## config.mk

```make
export PLATFORM = sky130hd
export DESIGN_NAME = serial_full_sub
export DESIGN_NICKNAME = d
export VERILOG_FILES = /design/src/rtl/sub_pkg.sv /design/src/rtl/digit_full_sub.sv /design/src/rtl/serial_full_sub.sv
export SDC_FILE = /design/constraint.sdc
export NUM_CORES = 1
export LEC_CHECK = 0
export CAP_MARGIN = 15
export CORE_MARGIN = 2
export CORE_UTILIZATION = 51
export DETAILED_ROUTE_END_ITERATION = 16
export PLACE_DENSITY = 0.89
export SLEW_MARGIN = 20
export SYNTH_ARGS = -nofsm -noshare
export SYNTH_HDL_FRONTEND = slang
export SYNTH_HIERARCHICAL = 1
export SYNTH_SLANG_ARGS = --single-unit
```

## constraint.sdc

```tcl
create_clock -name clk -period 2.05 [get_ports clk]
set_input_delay 0.205 -clock clk [delete_from_list [all_inputs] [get_ports clk]]
set_output_delay 0.205 -clock clk [all_outputs]
set_load 0.02 [all_outputs]
```

## src/rtl/sub_pkg.sv

```systemverilog
// Shared definitions for the serial subtractor family: FSM encodings and
// parameter legality helpers.
package sub_pkg;

  // FSM encodings (kept as plain constants for legacy tools)
  localparam logic [1:0] S_IDLE = 2'd0;
  localparam logic [1:0] S_RUN  = 2'd1;
  localparam logic [1:0] S_DONE = 2'd2;

  // True when a digit of `digit` bits tiles a word of `width` bits exactly.
  function automatic bit digitDivides(input int unsigned width, input int unsigned digit);
    return (digit != 0) && ((width % digit) == 0);
  endfunction

endpackage

```

## src/rtl/digit_full_sub.sv

```systemverilog
// Combinational DIGIT-bit subtractor: a ripple of one-bit full subtractors
// computing A - B - BorrowIn with the borrow propagating LSB to MSB.
module digit_full_sub #(
  parameter int unsigned DIGIT = 1
) (
  input  logic [DIGIT-1:0] A,
  input  logic [DIGIT-1:0] B,
  input  logic             BorrowIn,
  output logic [DIGIT-1:0] Diff,
  output logic             BorrowOut
);

  // borrowChain[i] is the borrow into bit i
  logic [DIGIT:0] borrowChain;

  assign borrowChain[0] = BorrowIn;

  for (genvar i = 0; i < DIGIT; i++) begin : gBit
    assign Diff[i] = A[i] ^ B[i] ^ borrowChain[i];
    // Borrow when b > a, or when a == b and a borrow is already pending
    assign borrowChain[i+1] = (~A[i] & B[i]) | (~(A[i] ^ B[i]) & borrowChain[i]);
  end

  assign BorrowOut = borrowChain[DIGIT];

endmodule

```

## src/rtl/serial_full_sub.sv

```systemverilog
// Multi-cycle subtractor: computes A - B - BorrowIn over WIDTH/DIGIT cycles,
// DIGIT bits per cycle, carrying the borrow between cycles in a register.
module serial_full_sub
  import sub_pkg::*;
#(
  parameter int unsigned WIDTH = 8,
  parameter int unsigned DIGIT = 1
) (
  input  logic             clk,
  input  logic             rst_n,
  input  logic             Start,
  output logic             Ready,
  input  logic [WIDTH-1:0] A,
  input  logic [WIDTH-1:0] B,
  input  logic             BorrowIn,
  output logic [WIDTH-1:0] Diff,
  output logic             BorrowOut,
  output logic             Overflow,
  output logic             Done
);

  localparam int unsigned STEPS = WIDTH / DIGIT;
  localparam int unsigned StepW = (STEPS > 1) ? $clog2(STEPS) : 1;
  localparam logic [StepW-1:0] LastStep = StepW'(STEPS - 1);

  // Reject illegal parameterisations at elaboration time
  if ((WIDTH < 1) || !digitDivides(WIDTH, DIGIT)) begin : gParamCheck
    $error("serial_full_sub: DIGIT must divide WIDTH and WIDTH must be >= 1");
  end

  logic [1:0]       state_q, state_d;
  logic [StepW-1:0] step_q, step_d;
  logic [WIDTH-1:0] opA_q, opA_d;
  logic [WIDTH-1:0] opB_q, opB_d;
  logic             borrow_q, borrow_d;
  // Operand sign bits are kept aside because the operand registers shift away
  logic             aMsb_q, aMsb_d;
  logic             bMsb_q, bMsb_d;
  logic [WIDTH-1:0] diffSr_q, diffSr_d;
  logic [WIDTH-1:0] diff_q, diff_d;
  logic             borrowOut_q, borrowOut_d;
  logic             overflow_q, overflow_d;

  logic [DIGIT-1:0] digitDiff;
  logic             digitBorrow;
  logic [WIDTH-1:0] diffNext;
  logic             accept;
  logic             lastStep;

  digit_full_sub #(
    .DIGIT(DIGIT)
  ) uDigit (
    .A        (opA_q[DIGIT-1:0]),
    .B        (opB_q[DIGIT-1:0]),
    .BorrowIn (borrow_q),
    .Diff     (digitDiff),
    .BorrowOut(digitBorrow)
  );

  // Status decoded from state alone; Ready never looks at Start
  always_comb begin
    Ready = (state_q != S_RUN);
    Done  = (state_q == S_DONE);
  end

  // Shift-register view after this cycle's digit enters at the top
  always_comb begin
    diffNext = WIDTH'({digitDiff, diffSr_q} >> DIGIT);
    accept   = Ready & Start;
    lastStep = (step_q == LastStep);
  end

  // Next-state logic: FSM, operand shifting, borrow chaining, result capture
  always_comb begin
    state_d     = state_q;
    step_d      = step_q;
    opA_d       = opA_q;
    opB_d       = opB_q;
    borrow_d    = borrow_q;
    aMsb_d      = aMsb_q;
    bMsb_d      = bMsb_q;
    diffSr_d    = diffSr_q;
    diff_d      = diff_q;
    borrowOut_d = borrowOut_q;
    overflow_d  = overflow_q;

    case (state_q)
      S_IDLE, S_DONE: begin
        if (accept) begin
          state_d  = S_RUN;
          step_d   = '0;
          opA_d    = A;
          opB_d    = B;
          borrow_d = BorrowIn;
          aMsb_d   = A[WIDTH-1];
          bMsb_d   = B[WIDTH-1];
          diffSr_d = '0;
        end else begin
          state_d = S_IDLE;
        end
      end
      S_RUN: begin
        opA_d    = opA_q >> DIGIT;
        opB_d    = opB_q >> DIGIT;
        borrow_d = digitBorrow;
        diffSr_d = diffNext;
        step_d   = step_q + StepW'(1);
        if (lastStep) begin
          state_d     = S_DONE;
          step_d      = '0;
          diff_d      = diffNext;
          borrowOut_d = digitBorrow;
          overflow_d  = (aMsb_q ^ bMsb_q) & (diffNext[WIDTH-1] ^ aMsb_q);
        end
      end
      default: state_d = S_IDLE;
    endcase
  end

  // State registers; reset aborts any operation in flight and zeroes results
  always_ff @(posedge clk or negedge rst_n) begin
    if (!rst_n) begin
      state_q     <= S_IDLE;
      step_q      <= '0;
      opA_q       <= '0;
      opB_q       <= '0;
      borrow_q    <= 1'b0;
      aMsb_q      <= 1'b0;
      bMsb_q      <= 1'b0;
      diffSr_q    <= '0;
      diff_q      <= '0;
      borrowOut_q <= 1'b0;
      overflow_q  <= 1'b0;
    end else begin
      state_q     <= state_d;
      step_q      <= step_d;
      opA_q       <= opA_d;
      opB_q       <= opB_d;
      borrow_q    <= borrow_d;
      aMsb_q      <= aMsb_d;
      bMsb_q      <= bMsb_d;
      diffSr_q    <= diffSr_d;
      diff_q      <= diff_d;
      borrowOut_q <= borrowOut_d;
      overflow_q  <= overflow_d;
    end
  end

  assign Diff      = diff_q;
  assign BorrowOut = borrowOut_q;
  assign Overflow  = overflow_q;

endmodule

```

After elaboration in Yosys (flattened, before gate mapping)
Cells that the tools add are included.
{"block": "op_classes", "addsub": 1, "n_eq_ne": 6, "n_mux": 14, "n_bitwise": 11, "n_reduce_logical": 6}
{"cell": "one-hot mux 8 bit (2 select lines)", "n": 3}
{"cell": "2-to-1 mux 8 bit", "n": 3}
{"cell": "2-to-1 mux 3 bit", "n": 2}
{"cell": "one-hot mux 3 bit (2 select lines)", "n": 1}
{"cell": "AND reduction 2 bit", "n": 3}
{"cell": "AND 1 bit", "n": 4}
{"cell": "!= test 2 bit (second input constant)", "n": 2}
{"cell": "one-hot mux 2 bit (2 select lines)", "n": 1}
{"cell": "bitwise XOR 1 bit", "n": 4}
{"cell": "adder 3 x 1 -> 3 bit (second input constant)", "n": 1}
{"cell": "equality test 3 bit (second input constant)", "n": 1}
{"cell": "equality test 2 x 1 -> 1 bit (second input constant)", "n": 1}
{"cell": "equality test 2 bit (second input constant)", "n": 1}
{"cell": "logical NOT 2 bit", "n": 1}
{"cell": "2-to-1 mux 1 bit", "n": 2}
{"cell": "2-to-1 mux 2 bit", "n": 1}
{"cell": "!= test 2 x 1 -> 1 bit (second input constant)", "n": 1}
{"cell": "NOT 1 bit", "n": 2}
{"cell": "one-hot mux 1 bit (2 select lines)", "n": 1}
{"cell": "nonzero test 2 bit", "n": 1}
{"cell": "OR reduction 2 bit", "n": 1}
{"cell": "bitwise OR 1 bit", "n": 1}
{"block": "word_totals", "register_bits": 42, "output_inout_bits": 12, "elab_cells": 49}

Logic depth before layout (Yosys ltp)
Gate-level depths: netlist of the first run.
{"block": "depth", "word_depth": 5, "depth_mapped": 6}

Modules after synthesis
Netlist of the first run, hierarchy kept.
{"module": "serial_full_sub", "instances": 1, "cells_per_inst": 119, "area_per_inst_um2": 1701.6}
{"module": "digit_full_sub", "instances": 1, "cells_per_inst": 4, "area_per_inst_um2": 31.3}

Worst setup path before layout of the first run
No wires, ideal clock.
{"block": "synth_path", "path_kind": "reg2reg", "from": "register step_q[0]", "to": "register borrowOut_q (netlist: BorrowOut)", "setup_time_ns": 0.128, "t_arrival_ns": 1.453, "t_required_ns": 1.922, "path_slack_ns": 0.470, "path_stages_with_launch": 6, "cell_sequence": "dfrtp_1 > ha_1 > ha_1 > nand3b_1 > buf_2 > mux2_1"}
{"block": "synth_between", "elab_chain_len": 2}
{"item": "from (decl)", "line_no": "serial_full_sub.sv:32", "rtl": "logic [StepW-1:0] step_q, step_d;"}
{"item": "from (signal assigned)", "line_no": "serial_full_sub.sv:136", "rtl": "step_q <= step_d;"}
{"item": "equality test 3 bit", "line_no": "serial_full_sub.sv:70", "rtl": "lastStep = (step_q == LastStep);"}
{"item": "AND reduction 2 bit (no line)"}
{"item": "to (signal assigned)", "line_no": "serial_full_sub.sv:144", "rtl": "borrowOut_q <= borrowOut_d;"}
{"item": "to (decl)", "line_no": "serial_full_sub.sv:41", "rtl": "logic borrowOut_q, borrowOut_d;"}
Every way passes these cells.
A chain may end at the register's enable or synchronous reset.

Final worst setup path of the first run
{"block": "layout_path", "from": "register state_q[0]", "to": "output port Ready"}
{"block": "layout_between", "elab_chain_len": 1}
{"item": "from (decl)", "line_no": "serial_full_sub.sv:31", "rtl": "logic [1:0] state_q, state_d;"}
{"item": "from (signal assigned)", "line_no": "serial_full_sub.sv:135", "rtl": "state_q <= state_d;"}
{"item": "!= test 2 x 1 -> 1 bit", "line_no": "serial_full_sub.sv:62", "rtl": "Ready = (state_q != S_RUN);"}
{"item": "to (decl)", "line_no": "serial_full_sub.sv:12", "rtl": "output logic Ready,"}
Every way passes these cells.

==> results of run 1 <==
state kept, by name (all words and copies together), names as in the netlist:
signal / flops
Diff: 8
opA_q: 8
opB_q: 8
diffSr_q: 7
step_q: 3
state_q: 2
BorrowOut: 1
Overflow: 1
aMsb_q: 1
bMsb_q: 1
borrow_q: 1
cells in the mapped netlist (2+ instances only):
cell / n
dfrtp_1: 41
a22o_1: 25
a21o_1: 17
mux2_1: 11
inv_1: 5
buf_2: 4
buf_6: 4
ha_1: 2
nor2b_1: 2
kinds of logic (layout without fill, tap and decap cells):
family          Yosys count  in the layout  synth area share (%)
compound gates           45             45                 21.15
flops                    41             41                 59.21
buf+inv                  14             48                 5.054
mux                      11             11                 7.148
simple gates              9             10                 4.838
fa+ha+maj                 3              3                 2.599
power groups by stage:
stage | Combinational (mW) | Clock [mW] | Sequential, mW
3_3_place_gp | 1.34 | 0 | 1.37
2_1_floorplan | 0.998 | 0 | 1.44
5_1_grt | 1.55 | 0.595 | 1.43
3_5_place_dp | 1.41 | 0 | 1.40
6_report | 1.42 | 0.545 | 1.39
4_1_cts | 1.44 | 0.555 | 1.39
worst min-delay path by stage:
stage                                        to                 start  slack [ns]
after detailed placement    Diff[6]$_DFFE_PN0P_                 rst_n        0.37
after floorplan           BorrowOut$_DFFE_PN0P_                 rst_n       -0.09
after global routing       opA_q[7]$_DFFE_PN0P_                  A[7]        0.51
final                      opA_q[4]$_DFFE_PN0P_  opA_q[4]$_DFFE_PN0P_        0.49
after global placement      Diff[6]$_DFFE_PN0P_                 rst_n        0.35
after CTS                  opA_q[4]$_DFFE_PN0P_  opA_q[4]$_DFFE_PN0P_        0.49
final cells by class:
type	count	area, um2	share of cell area [%]
Clock buffer	7	55.05	2.561
Clock inverter	1	30.03	1.397
Inverter	6	22.52	1.048
Multi-Input combinational cell	69	628.1	29.22
Sequential cell	41	1026	47.73
Tap cell	46	57.56	2.678
Timing Repair Buffer	34	330.3	15.37
per-layer routing:
metal  GRT usage, %  wire (um)
met5              0          0
met4          6.667         42
met3          5.072        168
met2          29.08       1479
met1          21.50       1387
worst reg2reg max path, stage by stage (launching register included):
cell and delay, ns:
dfrtp_1 0.41, ha_1 0.16, ha_1 0.21, nand3b_1 0.43
mux2_1 0.48
timing repair:
action | in CTS | in global routing
hold buffers | 1 | 0
setup endpoints to repair | 1 | 0
buffers inserted | 1 | 0
hold endpoints to repair | 41 | 0
per-stage QoR:
stage | area [um2] | setup slack [ns]
floorplan | 1733 | 0.4698
global route | 2150 | 0.1032
finish | 2150 | 0.2453
CTS | 2150 | 0.2250
detailed placement | 2038 | 0.1932
global placement | 2038 | 0.2403
==> flow_summary.ini, run 1 <==
[power]
cellPowerDensity_mw_per_mm2 = 1559
switching_share_pct = 34.07
p_int_mw = 2.210
peakVddDrop_uv = 796.0
p_comb_share_pct = 42.4
power_frac_seq_pct = 41.4
p_leak_nw = 1.079
switchingPower_mw = 1.142
clkPwrFrac_pct = 16.3
finalPower_mw = 3.351

[timing]
holdWs_ns = 0.4912
period_share_pct = 88.03
fmax_mhz = 554.1
worst_pin_slew_ns = 0.8881
slew_violations = 0
final-hold-violation-count = 0
rsz0062_at_grt = false
period_needed_ns = 1.805
relSlewSlack_pct = 40.79
setup_viol = 0
tns_ns = 0
clock_skew_ns = 0.008064

[final_layout]
nets = 180
final_cells = 204
syn_to_final_growth_pct = 24.04
final_cell_mix = dfrtp_1 (41), clkdlybuf4s50_1 (30), a22o_1 (25), a21o_1 (17), mux2_1 (11)
layout-drive-gt1-share_pct = 10.13
antenna_cells = 0
final_common_cell = dfrtp_1
fin_util_pct = 64.93
n_fill_cell = 281

[critical_path]
cp_cell_sequence = nor2b_4, inv_2, clkdlybuf4s50_1
cp.arrival_ns = 1.60
cpLargestDelayFamily = buffers and inverters
r2r_slack_ns = 0.25
cp-endpoint = Ready
crit_path_top_delay_cell = clkdlybuf4s50_1
reg2regPathDepth = 4
cp-start-kind = register
startpoint = state_q[0]$_DFFE_PN0P_
reg2reg_to = BorrowOut$_DFFE_PN0P_
critPathKind = reg2out
cp-end-kind = output pin
crit_fanout = 5
crit_required_ns = 1.85
regToRegStartpoint = step_q[0]$_DFFE_PN0P_
slowest_delay_ns = 0.59
cp_num_cells = 3
crit_buf_inv = 2

[clock_network]
clkLatencyLatePin_ns = 0.35
clock_sinks = 41
cts.root.buffer_cell = clkbuf_4
cts_tree = yes
numCtsBuffers = 5
htree_num_levels = 2
clockBufferDepth = 2
cts_resized = 0
path_clk_slew_ns = 0.12

[floorplanning]
io-pin-count = 32
start_util_pct = 52.34
std_cell_rows = 21
die_x_um = 62.29
dieArea_mm2 = 0.003880
die_h_um = 62.29
coreArea_mm2 = 0.003311

[yosys]
synth-async-reset-ratio_pct = 100.0
yosysTopAreaCellShare_pct = 59.21
netlist_area_mm2 = 0.001733
synth_cell_types = 21
yosys_register_bits = 41
avgSynthCellArea_um2 = 14.09
synth_top_cell_by_area = dfrtp_1
syn_inst = 123
synth-edff-count = 0
yosysWarnings = 6
ys.flop_type = dfrtp_1
synth_area_leaders = dfrtp_1 (59%), a22o_1 (13%), a21o_1 (7.4%)
yosysSeqAreaShare_pct = 59.21
syn_nets = 146

[min_path]
hold_path_depth = 1
hp-class = reg2reg

[routing]
ant_nets = 0
totalWireLength_um = 3078
wire_per_inst_um = 15.09
vias = 1083
drtIter0Drc = 43
dr.pass1.iters = 4
routed_via_density = 5.309
drcViolationCount = 0

[global_routing]
grt_overflow = 0
grt_pass1_vias = 1117
grt_use_total_pct = 17.40
grt_max_degree = 42
antenna_found_initial = 0
grt_pass1_wl_um = 5168

[placed_design]
gp_congestion = 0.7089
place.port_buffers = 31
placedCellCount = 193

[status]
outcome = complete, no violations

[run]
maxCapViolations = 0
Note: power is estimated with default switching activity, not from simulation.
==> run 2, diff against run 1 <==
- clock period: 2.05 -> 1.9 ns (I/O delays scaled with it)
==> run 2 against run 1 <==
Compared with the run above:
- cell count rose by 0.49%
- first-iteration DRC count fell by 9.3%
- via count rose by 1.3%
- power rose by 2.9%
- register-to-register slack improved by 0.03 ns
- core utilization fell by 0.49 points
==> flow_summary.ini, run 2 (same netlist as run 1, synthesis figures left out) <==
[floorplanning]
dieArea_mm2 = 0.003880
coreArea_mm2 = 0.003311
die_x_um = 62.29
start_util_pct = 52.34
std_cell_rows = 21
die_h_um = 62.29
io-pin-count = 32

[critical_path]
crit_required_ns = 1.71
cpLargestDelayFamily = buffers and inverters
regToRegStartpoint = step_q[0]$_DFFE_PN0P_
crit_path_top_delay_cell = clkdlybuf4s50_1
cp_cell_sequence = nor2b_4, inv_2, clkdlybuf4s50_1
r2r_slack_ns = 0.28
critPathKind = reg2out
crit_fanout = 5
reg2regPathDepth = 5
cp-end-kind = output pin
slowest_delay_ns = 0.59
reg2reg_to = BorrowOut$_DFFE_PN0P_
cp.arrival_ns = 1.60
crit_buf_inv = 2
cp-start-kind = register

[placed_design]
gp_congestion = 0.6966
place.port_buffers = 31
dp_hpwl_um = 1998
placed_cell_area_mm2 = 0.002058

[routing]
drtIter0Drc = 39
wire_per_inst_um = 14.41
drcViolationCount = 0
vias = 1097
totalWireLength_um = 2955
dr.pass1.iters = 4
ant_nets = 0
routed_via_density = 5.351

[run]
maxCapViolations = 0

[clock_network]
cts_tree = yes
clockBufferDepth = 2
htree_num_levels = 2
clkLatencyLatePin_ns = 0.34
cts.root.buffer_cell = clkbuf_4
cts_resized = 0
clock_sinks = 41
path_clk_slew_ns = 0.11
numCtsBuffers = 5

[timing]
setup_viol = 0
holdWs_ns = 0.4875
period_needed_ns = 1.790
worst_pin_slew_ns = 0.8728
tns_ns = 0
fmax_mhz = 558.8
rsz0062_at_grt = false
clock_skew_ns = 0.009425
relSlewSlack_pct = 41.81
final-hold-violation-count = 0
slew_violations = 0
period_share_pct = 94.19

[global_routing]
grtUsageMet2_pct = 27.58
grt_pass1_wl_um = 5195
grt_use_total_pct = 17.50
antenna_found_initial = 0
grt_overflow = 0
grt_pass1_vias = 1109
grt_max_degree = 42
groute.layer.met1.usage_pct = 22.40
busiest_layer = met2
grtUsageMet3_pct = 5.797

[final_layout]
antenna_cells = 0
syn_to_final_growth_pct = 23.10
final_common_cell = dfrtp_1
nets = 181
fin_util_pct = 64.44
final_cell_mix = dfrtp_1 (41), clkdlybuf4s50_1 (30), a22o_1 (25), a21o_1 (17), mux2_1 (11)
n_fill_cell = 262
layout-drive-gt1-share_pct = 9.434
finalInstanceArea_mm2 = 0.002133

[power]
p_leak_nw = 1.067
finalPower_mw = 3.450
cellPowerDensity_mw_per_mm2 = 1617
peakVddDrop_uv = 697.8

[status]
outcome = complete, no violations

[min_path]
hp-class = in2async
run 2: routing by layer:
metal,wire (um),share of wire [%]
met5,0,0
met4,19,0.64
met3,175,5.9
met2,1454,49
met1,1305,44
run 2: worst max path at each step:
stage / startpoint / to / slack [ns] / cells past startpoint
finish: state_q[0]$_DFFE_PN0P_ / Ready / 0.11 / 3
global route: state_q[0]$_DFFE_PN0P_ / Ready / 0.02 / 3
CTS: state_q[0]$_DFFE_PN0P_ / Ready / 0.1 / 3
detailed placement: state_q[0]$_DFFE_PN0P_ / Ready / 0.05 / 3
global placement: state_q[0]$_DFFE_PN0P_ / Ready / 0.11 / 3
floorplan: step_q[0]$_DFFE_PN0P_ / BorrowOut$_DFFE_PN0P_ / 0.32 / 5
run 2: through the flow:
step	std cells	setup slack, ns
5_1_grt	205	0.01961
4_1_cts	205	0.09611
3_3_place_gp	194	0.1110
6_report	205	0.1104
3_5_place_dp	194	0.05348
2_1_floorplan	123	0.3198
run 2: repair_timing:
item                                    4_1_cts  5_1_grt
endpoints found under the setup margin        1        0
endpoints found under the hold margin        41        0
hold buffers                                  1        0
buffers inserted                              1        0
run 2: power breakdown:
group	switching (mW)	internal (mW)	total (mW)
clock network	0.257	0.148	0.405
logic	0.725	0.831	1.56
registers	0.232	1.26	1.49
run 2: final cells by class:
cell class / count / area (um2) / area share [%]
flip-flops and latches: 41 / 1026 / 48.09
inverters: 6 / 22.52 / 1.056
multi-input cells: 69 / 628.1 / 29.44
well taps: 46 / 57.56 / 2.698
repair buffers: 35 / 350.3 / 16.42
clock buffers: 8 / 48.80 / 2.287
==> run 3, diff against run 2 <==
- GPL_ROUTABILITY_DRIVEN: not set -> 0
==> results of run 3 <==
Final layout, timing and power as in run 2 (identical DEF).
